`src/rtl/fp_norm_pkg.sv`:
```
// Shared constants, flag indices and packed result layout for the fp_norm_pipe normalizer.
package fp_norm_pkg;

   localparam int EXP_WIDTH_DEF  = 5;
   localparam int MANT_WIDTH_DEF = 10;
   localparam int EXP_BIAS       = (1 << (EXP_WIDTH_DEF - 1)) - 1;
   localparam int EXP_MAX        = (1 << EXP_WIDTH_DEF) - 1;

   localparam int FLAG_OF = 1;
   localparam int FLAG_UF = 0;

   typedef struct packed {
      logic                      sign;
      logic [EXP_WIDTH_DEF-1:0]  exp;
      logic [MANT_WIDTH_DEF-1:0] frac;
   } fp_word_t;

   // Round-to-nearest-even increment decision from the kept lsb and the dropped bits.
   function automatic logic round_up(input logic lsb, input logic guard, input logic sticky);
      return guard & (sticky | lsb);
   endfunction

endpackage

```
`src/rtl/fp_norm_if.sv`:
```
// Input/output handshake bundle of fp_norm_pipe; slave = normalizer, master = producer/consumer.
interface fp_norm_if
   import fp_norm_pkg::*;
#(
   parameter int EXP_WIDTH  = EXP_WIDTH_DEF,
   parameter int MANT_WIDTH = MANT_WIDTH_DEF
);

   localparam int DATA_WIDTH = 1 + EXP_WIDTH + MANT_WIDTH;

   logic                    in_valid;
   logic                    in_ready;
   logic                    in_sign;
   logic [EXP_WIDTH-1:0]    in_exp;
   logic [MANT_WIDTH+4:0]   in_mant;
   logic                    out_valid;
   logic                    out_ready;
   logic [DATA_WIDTH-1:0]   out_data;
   logic [1:0]              out_flags;

   modport master (
      output in_valid, in_sign, in_exp, in_mant, out_ready,
      input  in_ready, out_valid, out_data, out_flags
   );

   modport slave (
      input  in_valid, in_sign, in_exp, in_mant, out_ready,
      output in_ready, out_valid, out_data, out_flags
   );

endinterface

```
`src/rtl/fp_norm_pipe_lzc.sv`:
```
// Combinational leading-zero counter; an all-zero vector reports WIDTH.
module fp_lzc
   import fp_norm_pkg::*;
#(
   parameter int WIDTH     = 15,
   parameter int CNT_WIDTH = $clog2(WIDTH + 1)
) (
   input  logic [WIDTH-1:0]     vec,
   output logic [CNT_WIDTH-1:0] cnt,
   output logic                 zero
);

   assign zero = ~|vec;

   // Highest set bit wins because the scan runs upward and overwrites.
   always_comb begin
      cnt = CNT_WIDTH'(WIDTH);
      for (int i = 0; i < WIDTH; i++) begin
         cnt = vec[i] ? CNT_WIDTH'(WIDTH - 1 - i) : cnt;
      end
   end

endmodule

```
`src/rtl/fp_norm_pipe.sv`:
```
// Two-stage FP normalizer with valid/ready backpressure, zero handling and OF/UF saturation.
// Define NORM_ROUND_EN for round-to-nearest-even; otherwise the result is truncated.
module fp_norm_pipe
   import fp_norm_pkg::*;
#(
   parameter int EXP_WIDTH  = EXP_WIDTH_DEF,
   parameter int MANT_WIDTH = MANT_WIDTH_DEF,
   parameter int DATA_WIDTH = 1 + EXP_WIDTH + MANT_WIDTH
) (
   input  logic     clk,
   input  logic     rst,
   fp_norm_if.slave bus
);

   localparam int W   = MANT_WIDTH + 5;
   localparam int CW  = $clog2(W + 1);
   localparam int EW2 = EXP_WIDTH + 2;
   localparam logic signed [EW2-1:0] EXP_ZERO = EW2'(0);
   localparam logic signed [EW2-1:0] EXP_SAT  = EW2'((1 << EXP_WIDTH) - 1);
`ifdef NORM_ROUND_EN
   localparam logic ROUND_EN = 1'b1;
`else
   localparam logic ROUND_EN = 1'b0;
`endif

   logic [CW-1:0]          lzc_cnt;
   logic                   lzc_zero;
   logic                   in_ready_s;
   logic                   s1_load;
   logic                   s2_free;
   logic                   s2_load;
   logic [CW-1:0]          lshift_s;
   logic signed [EW2-1:0]  in_exp_ext;

   logic                   s1_valid_q, s1_valid_d;
   logic                   s1_sign_q,  s1_sign_d;
   logic [W-2:0]           s1_mant_q,  s1_mant_d;
   logic                   s1_rshift_q, s1_rshift_d;
   logic [CW-1:0]          s1_lshift_q, s1_lshift_d;
   logic signed [EW2-1:0]  s1_exp_q,   s1_exp_d;
   logic                   s1_zero_q,  s1_zero_d;

   logic [W-3:0]           grs;
   logic [MANT_WIDTH-1:0]  frac;
   logic [MANT_WIDTH-1:0]  frac_rnd;
   logic                   round_inc;
   logic                   rnd_carry;
   logic signed [EW2-1:0]  exp_fin;

   logic                   s2_valid_q, s2_valid_d;
   logic [DATA_WIDTH-1:0]  out_data_q, out_data_d;
   logic [1:0]             out_flags_q, out_flags_d;

   fp_lzc #(.WIDTH(W), .CNT_WIDTH(CW)) u_lzc (
      .vec  (bus.in_mant),
      .cnt  (lzc_cnt),
      .zero (lzc_zero)
   );

   assign s2_free       = ~s2_valid_q | bus.out_ready;
   assign in_ready_s    = ~s1_valid_q | s2_free;
   assign s1_load       = bus.in_valid & in_ready_s;
   assign s2_load       = s1_valid_q & s2_free;
   assign bus.in_ready  = in_ready_s;
   assign bus.out_valid = s2_valid_q;
   assign bus.out_data  = out_data_q;
   assign bus.out_flags = out_flags_q;

   // Stage 1 next state: classify the shift and pre-adjust the exponent.
   always_comb begin
      in_exp_ext  = $signed({2'b00, bus.in_exp});
      lshift_s    = lzc_cnt - CW'(1);
      s1_sign_d   = s1_sign_q;
      s1_mant_d   = s1_mant_q;
      s1_rshift_d = s1_rshift_q;
      s1_lshift_d = s1_lshift_q;
      s1_exp_d    = s1_exp_q;
      s1_zero_d   = s1_zero_q;
      if (in_ready_s) begin
         s1_valid_d = bus.in_valid;
      end else begin
         s1_valid_d = s1_valid_q;
      end
      if (s1_load) begin
         s1_sign_d = bus.in_sign;
         s1_mant_d = bus.in_mant[W-2:0];
         s1_zero_d = lzc_zero;
         if (bus.in_mant[W-1]) begin
            s1_rshift_d = 1'b1;
            s1_lshift_d = CW'(0);
            s1_exp_d    = in_exp_ext + EW2'(1);
         end else begin
            s1_rshift_d = 1'b0;
            s1_lshift_d = lshift_s;
            s1_exp_d    = in_exp_ext - $signed(EW2'(lshift_s));
         end
      end else begin
         s1_sign_d = s1_sign_q;
      end
   end

   // Stage 1 register.
   always_ff @(posedge clk) begin
      if (rst) begin
         s1_valid_q  <= 1'b0;
         s1_sign_q   <= 1'b0;
         s1_mant_q   <= '0;
         s1_rshift_q <= 1'b0;
         s1_lshift_q <= '0;
         s1_exp_q    <= '0;
         s1_zero_q   <= 1'b0;
      end else begin
         s1_valid_q  <= s1_valid_d;
         s1_sign_q   <= s1_sign_d;
         s1_mant_q   <= s1_mant_d;
         s1_rshift_q <= s1_rshift_d;
         s1_lshift_q <= s1_lshift_d;
         s1_exp_q    <= s1_exp_d;
         s1_zero_q   <= s1_zero_d;
      end
   end

   // Stage 2 next state: shift, round, then saturate or flush and pack.
   always_comb begin
      // grs holds {fraction, G, R, S} once the hidden bit is in place; the carry path folds R into S.
      if (s1_rshift_q) begin
         grs = {s1_mant_q[W-2:2], s1_mant_q[1] | s1_mant_q[0]};
      end else begin
         grs = (W-2)'(s1_mant_q << s1_lshift_q);
      end
      frac        = grs[W-3:3];
      round_inc   = ROUND_EN & round_up(frac[0], grs[2], grs[1] | grs[0]);
      frac_rnd    = frac + MANT_WIDTH'(round_inc);
      rnd_carry   = round_inc & (&frac);
      exp_fin     = s1_exp_q + $signed(EW2'(rnd_carry));
      out_data_d  = out_data_q;
      out_flags_d = out_flags_q;
      if (s2_free) begin
         s2_valid_d = s1_valid_q;
      end else begin
         s2_valid_d = s2_valid_q;
      end
      if (s2_load) begin
         out_flags_d = 2'b00;
         if (s1_zero_q) begin
            out_data_d = {s1_sign_q, {(DATA_WIDTH-1){1'b0}}};
         end else if (exp_fin <= EXP_ZERO) begin
            out_data_d           = {s1_sign_q, {(DATA_WIDTH-1){1'b0}}};
            out_flags_d[FLAG_UF] = 1'b1;
         end else if (exp_fin >= EXP_SAT) begin
            out_data_d           = {s1_sign_q, {EXP_WIDTH{1'b1}}, {MANT_WIDTH{1'b0}}};
            out_flags_d[FLAG_OF] = 1'b1;
         end else begin
            out_data_d = {s1_sign_q, exp_fin[EXP_WIDTH-1:0], frac_rnd};
         end
      end else begin
         out_data_d = out_data_q;
      end
   end

   // Stage 2 register driving the outputs.
   always_ff @(posedge clk) begin
      if (rst) begin
         s2_valid_q  <= 1'b0;
         out_data_q  <= '0;
         out_flags_q <= 2'b00;
      end else begin
         s2_valid_q  <= s2_valid_d;
         out_data_q  <= out_data_d;
         out_flags_q <= out_flags_d;
      end
   end

endmodule

```
`src/flat_wrapper.sv`:
```
// flat-port wrapper written by rule: the top's interface ports become plain ports
module fp_norm_pipe_flat import fp_norm_pkg::*;
#(
   parameter int EXP_WIDTH  = EXP_WIDTH_DEF,
   parameter int MANT_WIDTH = MANT_WIDTH_DEF,
   parameter int DATA_WIDTH = 1 + EXP_WIDTH + MANT_WIDTH
)
  (clk, rst, bus_in_valid, bus_in_sign, bus_in_exp, bus_in_mant, bus_out_ready, bus_in_ready, bus_out_valid, bus_out_data, bus_out_flags);
  fp_norm_if #(.EXP_WIDTH(EXP_WIDTH), .MANT_WIDTH(MANT_WIDTH)) bus_i ();
  input  logic clk;
  input  logic rst;
  input wire logic [$bits(bus_i.in_valid)-1:0] bus_in_valid;
  input wire logic [$bits(bus_i.in_sign)-1:0] bus_in_sign;
  input wire logic [$bits(bus_i.in_exp)-1:0] bus_in_exp;
  input wire logic [$bits(bus_i.in_mant)-1:0] bus_in_mant;
  input wire logic [$bits(bus_i.out_ready)-1:0] bus_out_ready;
  output wire logic [$bits(bus_i.in_ready)-1:0] bus_in_ready;
  output wire logic [$bits(bus_i.out_valid)-1:0] bus_out_valid;
  output wire logic [$bits(bus_i.out_data)-1:0] bus_out_data;
  output wire logic [$bits(bus_i.out_flags)-1:0] bus_out_flags;
  assign bus_i.in_valid = bus_in_valid;
  assign bus_i.in_sign = bus_in_sign;
  assign bus_i.in_exp = bus_in_exp;
  assign bus_i.in_mant = bus_in_mant;
  assign bus_i.out_ready = bus_out_ready;
  assign bus_in_ready = bus_i.in_ready;
  assign bus_out_valid = bus_i.out_valid;
  assign bus_out_data = bus_i.out_data;
  assign bus_out_flags = bus_i.out_flags;
  fp_norm_pipe #(.EXP_WIDTH(EXP_WIDTH), .MANT_WIDTH(MANT_WIDTH), .DATA_WIDTH(DATA_WIDTH)) u_core (.clk(clk), .rst(rst), .bus(bus_i));
endmodule
```
`config.mk`:
```
export PLATFORM = sky130hd
export DESIGN_NAME = fp_norm_pipe_flat
export DESIGN_NICKNAME = d
export VERILOG_FILES = /design/src/rtl/fp_norm_pkg.sv /design/src/rtl/fp_norm_if.sv /design/src/rtl/fp_norm_pipe_lzc.sv /design/src/rtl/fp_norm_pipe.sv /design/src/flat_wrapper.sv
export SDC_FILE = /design/constraint.sdc
export NUM_CORES = 1
export LEC_CHECK = 0
export ABC_AREA = 1
export CELL_PAD_IN_SITES_DETAIL_PLACEMENT = 1
export CELL_PAD_IN_SITES_GLOBAL_PLACEMENT = 1
export CORE_ASPECT_RATIO = 0.5
export CORE_MARGIN = 1.5
export CORE_UTILIZATION = 40
export CTS_CLUSTER_DIAMETER = 150
export CTS_CLUSTER_SIZE = 16
export DETAILED_ROUTE_END_ITERATION = 8
export MAX_ROUTING_LAYER = met4
export PLACE_DENSITY_LB_ADDON = 0.1
export SETUP_SLACK_MARGIN = 0.5
export SYNTH_ARGS = -nofsm -noshare
export SYNTH_HDL_FRONTEND = slang
export SYNTH_HIERARCHICAL = 1
export SYNTH_SLANG_ARGS = --single-unit
```
`constraint.sdc`:
```
create_clock -name clk -period 4.3 [get_ports clk]
set_input_delay 0.86 -clock clk [delete_from_list [all_inputs] [get_ports clk]]
set_output_delay 0.86 -clock clk [all_outputs]
set_load 0.02 [all_outputs]
```
==> out/results.txt, run 1 <==
Slew HR = 49.82%
Post-Synth Adder-Cell Area = 3.391%
Number of global-route vias before repair = 3163
Final Hold Vio Count = 0
Syn Area/Cell = 6.373 µm²
Worst Skew = 7.055 ps
Worst-Margin Slew = 751.8 ps
Leakage = 1.499 nW
Synth cell types = 35
Area leader, netlist = dfxtp_1
Clk sinks = 48
WHS = 470.3 ps
Largest family of logic cells by synthesized area = simple AND/OR/NAND/NOR gates
Number of flops mapped to enable cells by yosys = 0
Fin crit period = 3462 ps
Reg2reg setup slack = 2360 ps
Post-DP HPWL = 6604 µm
DRT iter0 DRCs = 129
# rows = 21
Final Power = 0.001207 W
Ratio of cells with drive above 1 in the final layout = 5.870%
XOR/XNOR Fraction of Synth Area = 0.6247%
CTS tree = built
RSZ-0062 raised after global routing = no
Cells after synthesis = 440
Vias = 2997
Biggest fanout along the worst timing path = 4
Simple-Gate Fraction of Synth Area = 37.62%
DIE AREA = 7551 µm²
Post-synthesis async set-or-reset flop share = 0%
DRT antenna net count = 0
Gr usage total = 25.30%
Slew Limit Fails = 0
Final nets = 508
First-pass GRT wire length = 14890 µm
Register area = 960.9 µm²
Top cell type's share of synthesized area = 34.27%
Register area share after synthesis = 34.27%
Setup tns final = 0 ps
Die Width = 121.4 µm
Wirelength per Cell = 15.17 µm
Area of the multi-input gates = 1627 µm²
Peak supply drop = 0.0001634 V
# DRC = 0
Final Setup Violations = 0
Worst EP arrival = 3670 ps
GP Congestion = 0.8943
Synth Net Count = 472
Most frequent cell after synthesis = nand2_1
Placement Cell Area = 3281 µm²
CP Class = primary input to register
Initial core utilization = 41.69%
Root buf cell = clkbuf_16
Io pins = 45
Worst skew pair latency = 290 ps
Height of the die = 62.20 µm
Mapped Area = 2804 µm²
Max Root-Sink Buffers = 2
Final instance area = 3472 µm²
Num CTS Buffers = 5
Cells after DPL = 561
Tightest Hold Check Type = register to register
Initial antenna violation count = 0
Pin count of the biggest net entering global routing = 31
Fmax achieved = 288.8 MHz
Via density per instance = 5.267
Ys Warns = 6
Mux cell area share after synthesis = 0%
Total core area = 6726 µm²
Power Dens Cells = 347.6 nW/µm²
#FFs+latches synth = 48
Critical Path Source Type = primary input
H-tree levels = 2
Overflow after GRT = 0
Most used DFF post-synth = dfxtp_1
Synth area leaders = dfxtp_1, nand2_1, nor2_1
Max-cap viol count = 0
I/O Buffers = 44
Worst Path Required = 4510 ps
Status = complete, no violations
Diodes inserted = 0
Area growth, synth to finish = 23.83%
Crit path capture type = register
Routed wire length = 8631 µm
Drt pass-1 iters = 4
Synth Area in Compound Gates = 15.66%
Layout Cells excl Fill = 569
Fillers = 929
Worst-path clk slew = 60 ps
Most frequent cells after synthesis = nand2_1, nor2_1, dfxtp_1
Crit share post-route = 80.52%
## per-stage QoR
step	setup WS [ps]	util [%]
2_1_floorplan	1326	-
3_3_place_gp	652.3	48.77
3_5_place_dp	408.1	48.77
4_1_cts	696.3	51.32
5_1_grt	548.9	51.62
6_report	837.8	51.62
## cells in the final DEF (no fill, tap or decap), types with 5 or more instances in the layout
master           count
clkdlybuf4s50_1     44
nor3_1               5
nand2_1            121
a21oi_1             26
clkbuf_16            5
a21oi_2              8
ha_1                 5
inv_1               35
o21ai_0             27
dfxtp_1             48
nand3_1             41
nor2_1              72
## critical path, stage by stage
cell             delay (ps)
clkdlybuf4s50_1         490
inv_1                    40
nand2_1                  50
nand2_1                  50
nand2_1                  50
nand2_1                  40
nand2_1                  50
nand2_1                  50
nand2_1                  50
nand2_1                  40
nand2_1                  50
nand2_1                  40
nand2_1                  50
nand2_1                  60
a21oi_2                 140
inv_1                   120
ha_4                    180
xnor2_2                 200
ha_1                    310
a21o_1                  210
o21ai_1                 180
nand4_1                 150
a21oi_1                 220
## layer usage
metal | vias up | global-route usage (%) | routed length [µm]
met5 | - | - | 0
met4 | 0 | 5.441 | 102
met3 | 12 | 4.504 | 255
met2 | 49 | 42.66 | 4051
met1 | 1439 | 31.87 | 4220
li1 | 1497 | - | -
## path summary, 6_finish.rpt
kind                          startpoint                     end  depth (start not counted)
hold / removal    u_core/bus.out_data[0]  u_core/bus.out_data[0]                          2
setup reg to reg    u_core/bus.out_valid  u_core/bus.out_data[3]                          8
hold reg to reg   u_core/bus.out_data[0]  u_core/bus.out_data[0]                          2
setup / recovery          bus_in_mant[1]      u_core/s1_exp_q[5]                         23
## cells by family after synthesis
| kind of cell | after synthesis |
|---|---|
| flip-flops | 48 |
| AO/OA/AOI/OAI | 76 |
| AND/OR/NAND/NOR | 252 |
| buffers and inverters | 55 |
| XOR/XNOR | 2 |
| adder cells (fa/ha/maj) | 7 |
## final cells by class
| class | count | share of cell area, % |
|---|---|---|
| flip-flops and latches | 48 | 27.68 |
| well taps | 92 | 3.315 |
| multi-input cells | 337 | 46.85 |
| inverters | 38 | 4.108 |
| clock buffers | 5 | 3.604 |
| clock inverters | 3 | 1.333 |
| repair buffers | 46 | 13.12 |
## where the power goes
group / internal (W) / total (W) / leakage [nW] / switching [W]
combinational: 0.000103 / 0.000256 / 1.02 / 0.000153
clock: 0.000276 / 0.000452 / 0.0804 / 0.000176
sequential: 0.000471 / 0.000499 / 0.394 / 0.0000281
total: 0.000850 / 0.00121 / 1.50 / 0.000357
## flip-flops by register name (all words and copies together), names as in the netlist
| name | flops |
|---|---|
| u_core/bus.out_data | 16 |
| u_core/s1_mant_q | 14 |
| u_core/s1_exp_q | 7 |
| u_core/s1_lshift_q | 4 |
| u_core/bus.out_flags | 2 |
| u_core/bus.out_valid | 1 |
| u_core/s1_rshift_q | 1 |
| u_core/s1_sign_q | 1 |
| u_core/s1_valid_q | 1 |
| u_core/s1_zero_q | 1 |
## what timing repair did
item / 4_1_cts / 5_1_grt
setup endpoints to repair: 0 / 3
buffers inserted: 0 / 0
hold endpoints to repair: 0 / 0
hold buffers: 0 / 0
resized for setup: 0 / 3
Power figures use the tool's default switching activity.
==> run 2: changes to the inputs <==
--- a/config.mk
+++ b/config.mk
@@ -10,7 +10,7 @@
 export CELL_PAD_IN_SITES_GLOBAL_PLACEMENT = 1
 export CORE_ASPECT_RATIO = 0.5
 export CORE_MARGIN = 1.5
-export CORE_UTILIZATION = 40
+export CORE_UTILIZATION = 37
 export CTS_CLUSTER_DIAMETER = 150
 export CTS_CLUSTER_SIZE = 16
 export DETAILED_ROUTE_END_ITERATION = 8
==> constraint.sdc (replaced) <==
create_clock -name clk -period 3.24 [get_ports clk]
set_input_delay 0.648 -clock clk [delete_from_list [all_inputs] [get_ports clk]]
set_output_delay 0.648 -clock clk [all_outputs]
set_load 0.02 [all_outputs]
==> run 2 against run 1 <==
Compared with the run above: combinational power grew 58%; clock skew down 5.2 ps; non-clock buffer count rose by 25; total power grew 40%; design area up 9.3%; sequential power increased by 32%; critical path type unchanged; largest cell class unchanged; largest power group unchanged.
==> out/results.txt, run 2 (synthesis gave the netlist of run 1 again) <==
Worst EP arrival = 2950 ps (was 3670 ps)
Ratio of cells with drive above 1 in the final layout = 17.13% (was 5.870%)
Diodes inserted = 0 (unchanged)
Biggest fanout along the worst timing path = 4 (unchanged)
Peak supply drop = 0.0002095 V (was 0.0001634 V)
Cells along the critical path = clkdlybuf4s50_1 -> or3_4 -> buf_4 -> nor2_1 -> xnor2_2 -> inv_1 -> ha_4 -> o21ai_2 -> nand2_1 -> o31ai_2 -> a211oi_1 (was clkdlybuf4s50_1 -> inv_1 -> nand2_1 -> nand2_1 -> nand2_1 -> nand2_1 -> nand2_1 -> nand2_1 -> nand2_1 -> nand2_1 -> nand2_1 -> nand2_1 -> nand2_1 -> nand2_1 -> a21oi_2 -> inv_1 -> ha_4 -> xnor2_2 -> ha_1 -> a21o_1 -> o21ai_1 -> nand4_1 -> a21oi_1)
DRT antenna net count = 0 (unchanged)
Worst-path clk slew = 70 ps (was 60 ps)
CP Buf/Inv Count = 3 (unchanged)
Initial antenna violation count = 0 (unchanged)
Slew HR = 63.19% (was 49.82%)
First-pass GRT wire length = 15900 µm (was 14890 µm)
Final nets = 533 (was 508)
DIE AREA = 8141 µm² (was 7551 µm²)
Gr usage total = 25.45% (was 25.30%)
Most frequent cells in the layout = nand2_1, nor2_1, dfxtp_1, nand3_1, clkdlybuf4s50_1 (was nand2_1, nor2_1, dfxtp_1, clkdlybuf4s50_1, nand3_1)
Fin crit period = 2735 ps
Worst skew pair latency = 300 ps (was 290 ps)
Pin count of the biggest net entering global routing = 30 (was 31)
CTS tree = built (unchanged)
Leading cell type in the layout, fill and taps excluded = nand2_1 (unchanged)
Worst Path Required = 3450 ps (was 4510 ps)
Worst Skew = 1.845 ps (was 7.055 ps)
Cells after DPL = 582 (was 561)
Crit share post-route = 84.42%
Area growth, synth to finish = 35.39% (was 23.83%)
CP max stage delay = 490 ps (about the same)
Tightest Hold Check Type = register to register (unchanged)
Fillers = 955 (was 929)
I/O Buffers = 44 (unchanged)
Number of global-route vias before repair = 3291 (was 3163)
Die Width = 126.1 µm (was 121.4 µm)
CP Class = primary input to register (unchanged)
Wirelength per Cell = 15.99 µm (was 15.17 µm)
Io pins = 45 (unchanged)
Cell family with most CP delay = buffers and inverters (was compound AO/OA/AOI/OAI gates)
GP Congestion = 0.8612 (was 0.8943)
Placement Cell Area = 3426 µm² (was 3281 µm²)
Hold-fix buffers, CTS = 0 (unchanged)
Final Hold Vio Count = 0 (unchanged)
Max Root-Sink Buffers = 2 (unchanged)
Total core area = 7322 µm² (was 6726 µm²)
Layout Cells excl Fill = 598 (was 569)
Power Dens Cells = 443.5 nW/µm² (was 347.6 nW/µm²)
Root buf cell = clkbuf_16 (unchanged)
Leakage = 1.655 nW (was 1.499 nW)
Crit path capture type = register (unchanged)
Clk sinks = 48 (unchanged)
Drt pass-1 iters = 6 (was 4)
Final Setup Violations = 0 (unchanged)
Height of the die = 64.56 µm (was 62.20 µm)
Max reg flops = 16 (unchanged)
Routed wire length = 9565 µm (was 8631 µm)
Fmax achieved = 365.6 MHz
Final instance area = 3796 µm² (was 3472 µm²)
DRT iter0 DRCs = 149 (was 129)
Critical Path Source Type = primary input (unchanged)
Max-cap viol count = 0 (unchanged)
Num CTS Buffers = 5 (unchanged)
Initial core utilization = 38.29% (was 41.69%)
Worst-Margin Slew = 551.4 ps (was 751.8 ps)
Slew Limit Fails = 0 (unchanged)
Post-DP HPWL = 6961 µm (was 6604 µm)
Critical-path top delay cell = clkdlybuf4s50_1 (unchanged)
Overflow after GRT = 0 (unchanged)
Via density per instance = 5.231 (was 5.267)
Status = complete, no violations (unchanged)
RSZ-0062 raised after global routing = yes (was no)
# DRC = 0 (unchanged)
H-tree levels = 2 (unchanged)
Vias = 3128 (was 2997)
WHS = 472.1 ps (was 470.3 ps)
Final Power = 0.001683 W (was 0.001207 W)
# rows = 22 (was 21)
==> run 2: changes by cell type in the layout (fill, tap and decap cells not counted), moves of 5 or more <==
cell	delta
buf_4	+23
clkdlybuf4s50_1	-12
inv_1	-6
inv_2	+6
dlygate4sd2_1	+5
nand2_1	-5
nand2_2	+5
nor2_1	-5
==> run 2: per-layer routing <==
metal	up-vias	routed length, µm	GRT usage [%]
met5	-	0	-
met4	0	209	8.764
met3	16	272	4.955
met2	48	4418	42.51
met1	1517	4665	31.34
li1	1547	-	-
==> run 2: stage by stage <==
stage | setup TNS (ps) | util (%) | setup slack [ps]
finish | 0 | 51.85 | 504.9
global route | 0 | 51.85 | 398.6
CTS | 0 | 51.09 | 507.0
detailed placement | -1319 | 46.79 | -350.8
global placement | -474.3 | 46.79 | -162.1
floorplan | 0 | - | 529.7
==> run 2: area by class of cell <==
cell class | count | area [µm²] | area share [%]
sequential | 48 | 960.9 | 25.31
clock buffer | 5 | 125.1 | 3.296
inverter | 38 | 142.6 | 3.757
clock inverter | 3 | 46.29 | 1.220
multi-input combinational | 337 | 1757 | 46.28
tap | 96 | 120.1 | 3.164
timing repair buffer | 71 | 644.4 | 16.97
==> run 2: repair_timing <==
item                                   in CTS  in global routing
gates resized for setup                    49                 21
setup buffers                               7                  1
pin swaps                                  18                 24
cloned                                      0                  0
endpoints found under the hold margin       0                  0
setup endpoints to repair                   6                  5
==> run 2: final timing paths <==
| path | startpoint | endpoint | slack (ps) | depth (start not counted) |
|---|---|---|---|---|
| max | bus_in_mant[13] | u_core/s1_exp_q[4] | 500 | 11 |
| min reg2reg | u_core/bus.out_data[14] | u_core/bus.out_data[14] | 470 | 2 |
| min | u_core/bus.out_data[14] | u_core/bus.out_data[14] | 470 | 2 |
| max reg2reg | u_core/s1_lshift_q[0] | u_core/bus.out_data[9] | 1390 | 9 |
==> run 2: worst register-to-register path, delay by kind of cell (launching register included) <==
family                 cells  cell delay, ps
and+or+nand+nor            7             760
AOI/OAI and AO/OA          1              50
buffers and inverters      1             250
DFF                        1             670
==> run 2: power by group <==
| group | total, W | switching [W] | internal (W) |
|---|---|---|---|
| registers | 0.000658 | 0.0000333 | 0.000625 |
| clock network | 0.000621 | 0.000254 | 0.000368 |
| logic | 0.000404 | 0.000232 | 0.000172 |
| total | 0.00168 | 0.000519 | 0.00116 |
==> run 3: changes to the inputs <==
==> constraint.sdc (replaced) <==
create_clock -name clk -period 2.8 [get_ports clk]
set_input_delay 0.56 -clock clk [delete_from_list [all_inputs] [get_ports clk]]
set_output_delay 0.56 -clock clk [all_outputs]
set_load 0.02 [all_outputs]
==> run 3 against run 2 <==
Compared with the run above: sequential power grew 16%; final cell count grew 3.8%; critical path type unchanged; wire length grew 9.0%; register-to-register slack lost 360 ps; via count grew 2.9%; clock power grew 14%.
==> out/results.txt, run 3 (synthesis gave the netlist of run 1 again) <==
Final instance area = 3991 µm² (was 3796 µm²)
# DRC = 0 (unchanged)
Fin crit period = 2715 ps
Slew HR = 66.52% (was 63.19%)
Total core area = 7322 µm² (unchanged)
Stages on the worst setup path = 14 (was 11)
Comb pwr share = 25.6% (was 24.0%)
Via density per instance = 5.184 (was 5.231)
Clk sinks = 48 (unchanged)
CP Buf/Inv Count = 3 (unchanged)
Hold-fix buffers, CTS = 0 (unchanged)
Final Hold Vio Count = 0 (unchanged)
Vias = 3219 (was 3128)
Cells along the critical path = clkdlybuf4s50_1 -> or3_4 -> a31oi_1 -> buf_4 -> nor2_1 -> nand2_1 -> xnor2_2 -> inv_1 -> ha_4 -> o21ai_2 -> nand2_2 -> o31ai_4 -> nor2_1 -> a211oi_2 (was clkdlybuf4s50_1 -> or3_4 -> buf_4 -> nor2_1 -> xnor2_2 -> inv_1 -> ha_4 -> o21ai_2 -> nand2_1 -> o31ai_2 -> a211oi_1)
Worst Path Required = 2980 ps (was 3450 ps)
Initial antenna violation count = 0 (unchanged)
Biggest fanout along the worst timing path = 3 (was 4)
Core Util, Final = 54.51% (was 51.85%)
DRT iter0 DRCs = 176 (was 149)
Num CTS Buffers = 5 (unchanged)
Max Root-Sink Buffers = 2 (unchanged)
Root buf cell = clkbuf_16 (unchanged)
Post-DP HPWL = 7237 µm (was 6961 µm)
Routed wire length = 10430 µm (was 9565 µm)
I/O Buffers = 44 (unchanged)
Worst Slack Setup Final = 85.01 ps (was 504.9 ps)
Worst Skew = 6.391 ps (was 1.845 ps)
CP Class = primary input to register (unchanged)
Final Power = 0.001975 W (was 0.001683 W)
Tightest Hold Check Type = register to register (unchanged)
# rows = 22 (unchanged)
Cell Int Power = 0.001369 W (was 0.001164 W)
Drt pass-1 iters = 6 (unchanged)
Crit path capture type = register (unchanged)
Number of global-route vias before repair = 3402 (was 3291)
Overflow after GRT = 0 (unchanged)
Die Width = 126.1 µm (unchanged)
Initial core utilization = 38.29% (unchanged)
Power Dens Cells = 494.7 nW/µm² (was 443.5 nW/µm²)
Final Setup Violations = 0 (unchanged)
Wirelength per Cell = 16.79 µm (was 15.99 µm)
Seq pwr share = 38.5% (was 39.1%)
Worst-Margin Slew = 501.6 ps (was 551.4 ps)
Reg2reg setup slack = 1030 ps (was 1390 ps)
Gr usage total = 26.61% (was 25.45%)
First-pass GRT wire length = 16510 µm (was 15900 µm)
Worst EP arrival = 2890 ps (was 2950 ps)
Status = complete, no violations (unchanged)
H-tree levels = 2 (unchanged)
Most frequent cells in the layout = nand2_1, nor2_1, dfxtp_1, buf_4, nand3_1 (was nand2_1, nor2_1, dfxtp_1, nand3_1, clkdlybuf4s50_1)
Worst r2r path cells = 9 (unchanged)
Net Switching = 0.0006056 W (was 0.0005191 W)
Io pins = 45 (unchanged)
Critical Path Source Type = primary input (unchanged)
DIE AREA = 8141 µm² (unchanged)
Critical-path top delay cell = clkdlybuf4s50_1 (unchanged)
Area growth, synth to finish = 42.35% (was 35.39%)
Worst skew pair latency = 300 ps (about the same)
Hold Path Cell Cnt = 2 (unchanged)
Max reg flops = 16 (unchanged)
Height of the die = 64.56 µm (unchanged)
Fmax achieved = 368.3 MHz
RSZ-0062 raised after global routing = yes (unchanged)
DRT antenna net count = 0 (unchanged)
Crit share post-route = 96.96%
Clk pwr share = 35.8% (was 36.9%)
Final nets = 556 (was 533)
Diodes inserted = 0 (unchanged)
CTS tree = built (unchanged)
Switching Share = 30.67% (was 30.83%)
Leading cell type in the layout, fill and taps excluded = nand2_1 (unchanged)
Leakage = 1.773 nW (was 1.655 nW)
Max-cap viol count = 0 (unchanged)
Pre-CTS setup slack = -694.0 ps (was -350.8 ps)
CP max stage delay = 480 ps (was 490 ps)
Slew Limit Fails = 0 (unchanged)
Pin count of the biggest net entering global routing = 30 (unchanged)
Ratio of cells with drive above 1 in the final layout = 21.14% (was 17.13%)
WHS = 466.3 ps (was 472.1 ps)
Worst-path clk slew = 70 ps (about the same)
Most frequent CP cell = nor2_1
Cell family with most CP delay = simple AND/OR/NAND/NOR gates (was buffers and inverters)
Placement Cell Area = 3551 µm² (was 3426 µm²)
Peak supply drop = 0.0002340 V (was 0.0002095 V)
GP Congestion = 0.8670 (was 0.8612)
==> run 3: cell types whose count changed in the layout (fill, tap and decap cells not counted), moves of 2 or more <==
cell,change
buf_12,+2
buf_4,+23
clkdlybuf4s50_1,-2
dlygate4sd2_1,+2
==> run 3: power groups by stage <==
| stage | combinational (W) | sequential (W) | clock (W) |
|---|---|---|---|
| after detailed placement | 0.000434 | 0.000775 | 0 |
| after global placement | 0.000416 | 0.000773 | 0 |
| after CTS | 0.000474 | 0.000760 | 0.000719 |
| final | 0.000506 | 0.000761 | 0.000708 |
| after floorplan | 0.000252 | 0.000778 | 0 |
| after global routing | 0.000556 | 0.000766 | 0.000751 |
==> run 3: timing repair <==
item                                    CTS  global route
endpoints found under the setup margin   11             6
gates resized for setup                  60            11
pin swaps                                21            13
endpoints found under the hold margin     0             0
setup buffers                            14             3
==> run 3: through the flow <==
stage	cells	TNS [ps]
6_report	621	0
2_1_floorplan	440	0
5_1_grt	621	0
3_3_place_gp	596	-2555
3_5_place_dp	596	-3639
4_1_cts	618	0
==> run 3: worst min-delay path, stage by stage, from the launching register on <==
cell	delay [ps]
dfxtp_1	310
nand2_1	60
a21oi_1	50
==> run 3: worst paths after layout <==
| path | from | end |
|---|---|---|
| setup reg to reg | u_core/s1_lshift_q[1] | u_core/bus.out_data[8] |
| setup / recovery | bus_in_mant[14] | u_core/s1_exp_q[4] |
| hold / removal | u_core/bus.out_data[1] | u_core/bus.out_data[1] |
| hold reg to reg | u_core/bus.out_data[1] | u_core/bus.out_data[1] |
==> run 3: final cells by class <==
cell class | count | area, µm²
Timing Repair Buffer | 94 | 827.0
Tap cell | 96 | 120.1
Sequential cell | 48 | 960.9
Inverter | 38 | 150.1
Clock inverter | 3 | 46.29
Fill cell | 952 | 3331
Clock buffer | 5 | 125.1
Multi-Input combinational cell | 337 | 1762
==> run 3: routing by layer <==
layer / vias to the layer above / global-route usage, % / part of all wire [%] / routed length (µm)
li1: 1599 / - / - / -
met1: 1535 / 31.56 / 45 / 4687
met2: 59 / 47.73 / 49 / 5101
met3: 26 / 4.129 / 3.8 / 395
met4: 0 / 7.471 / 2.3 / 241
met5: - / - / 0 / 0
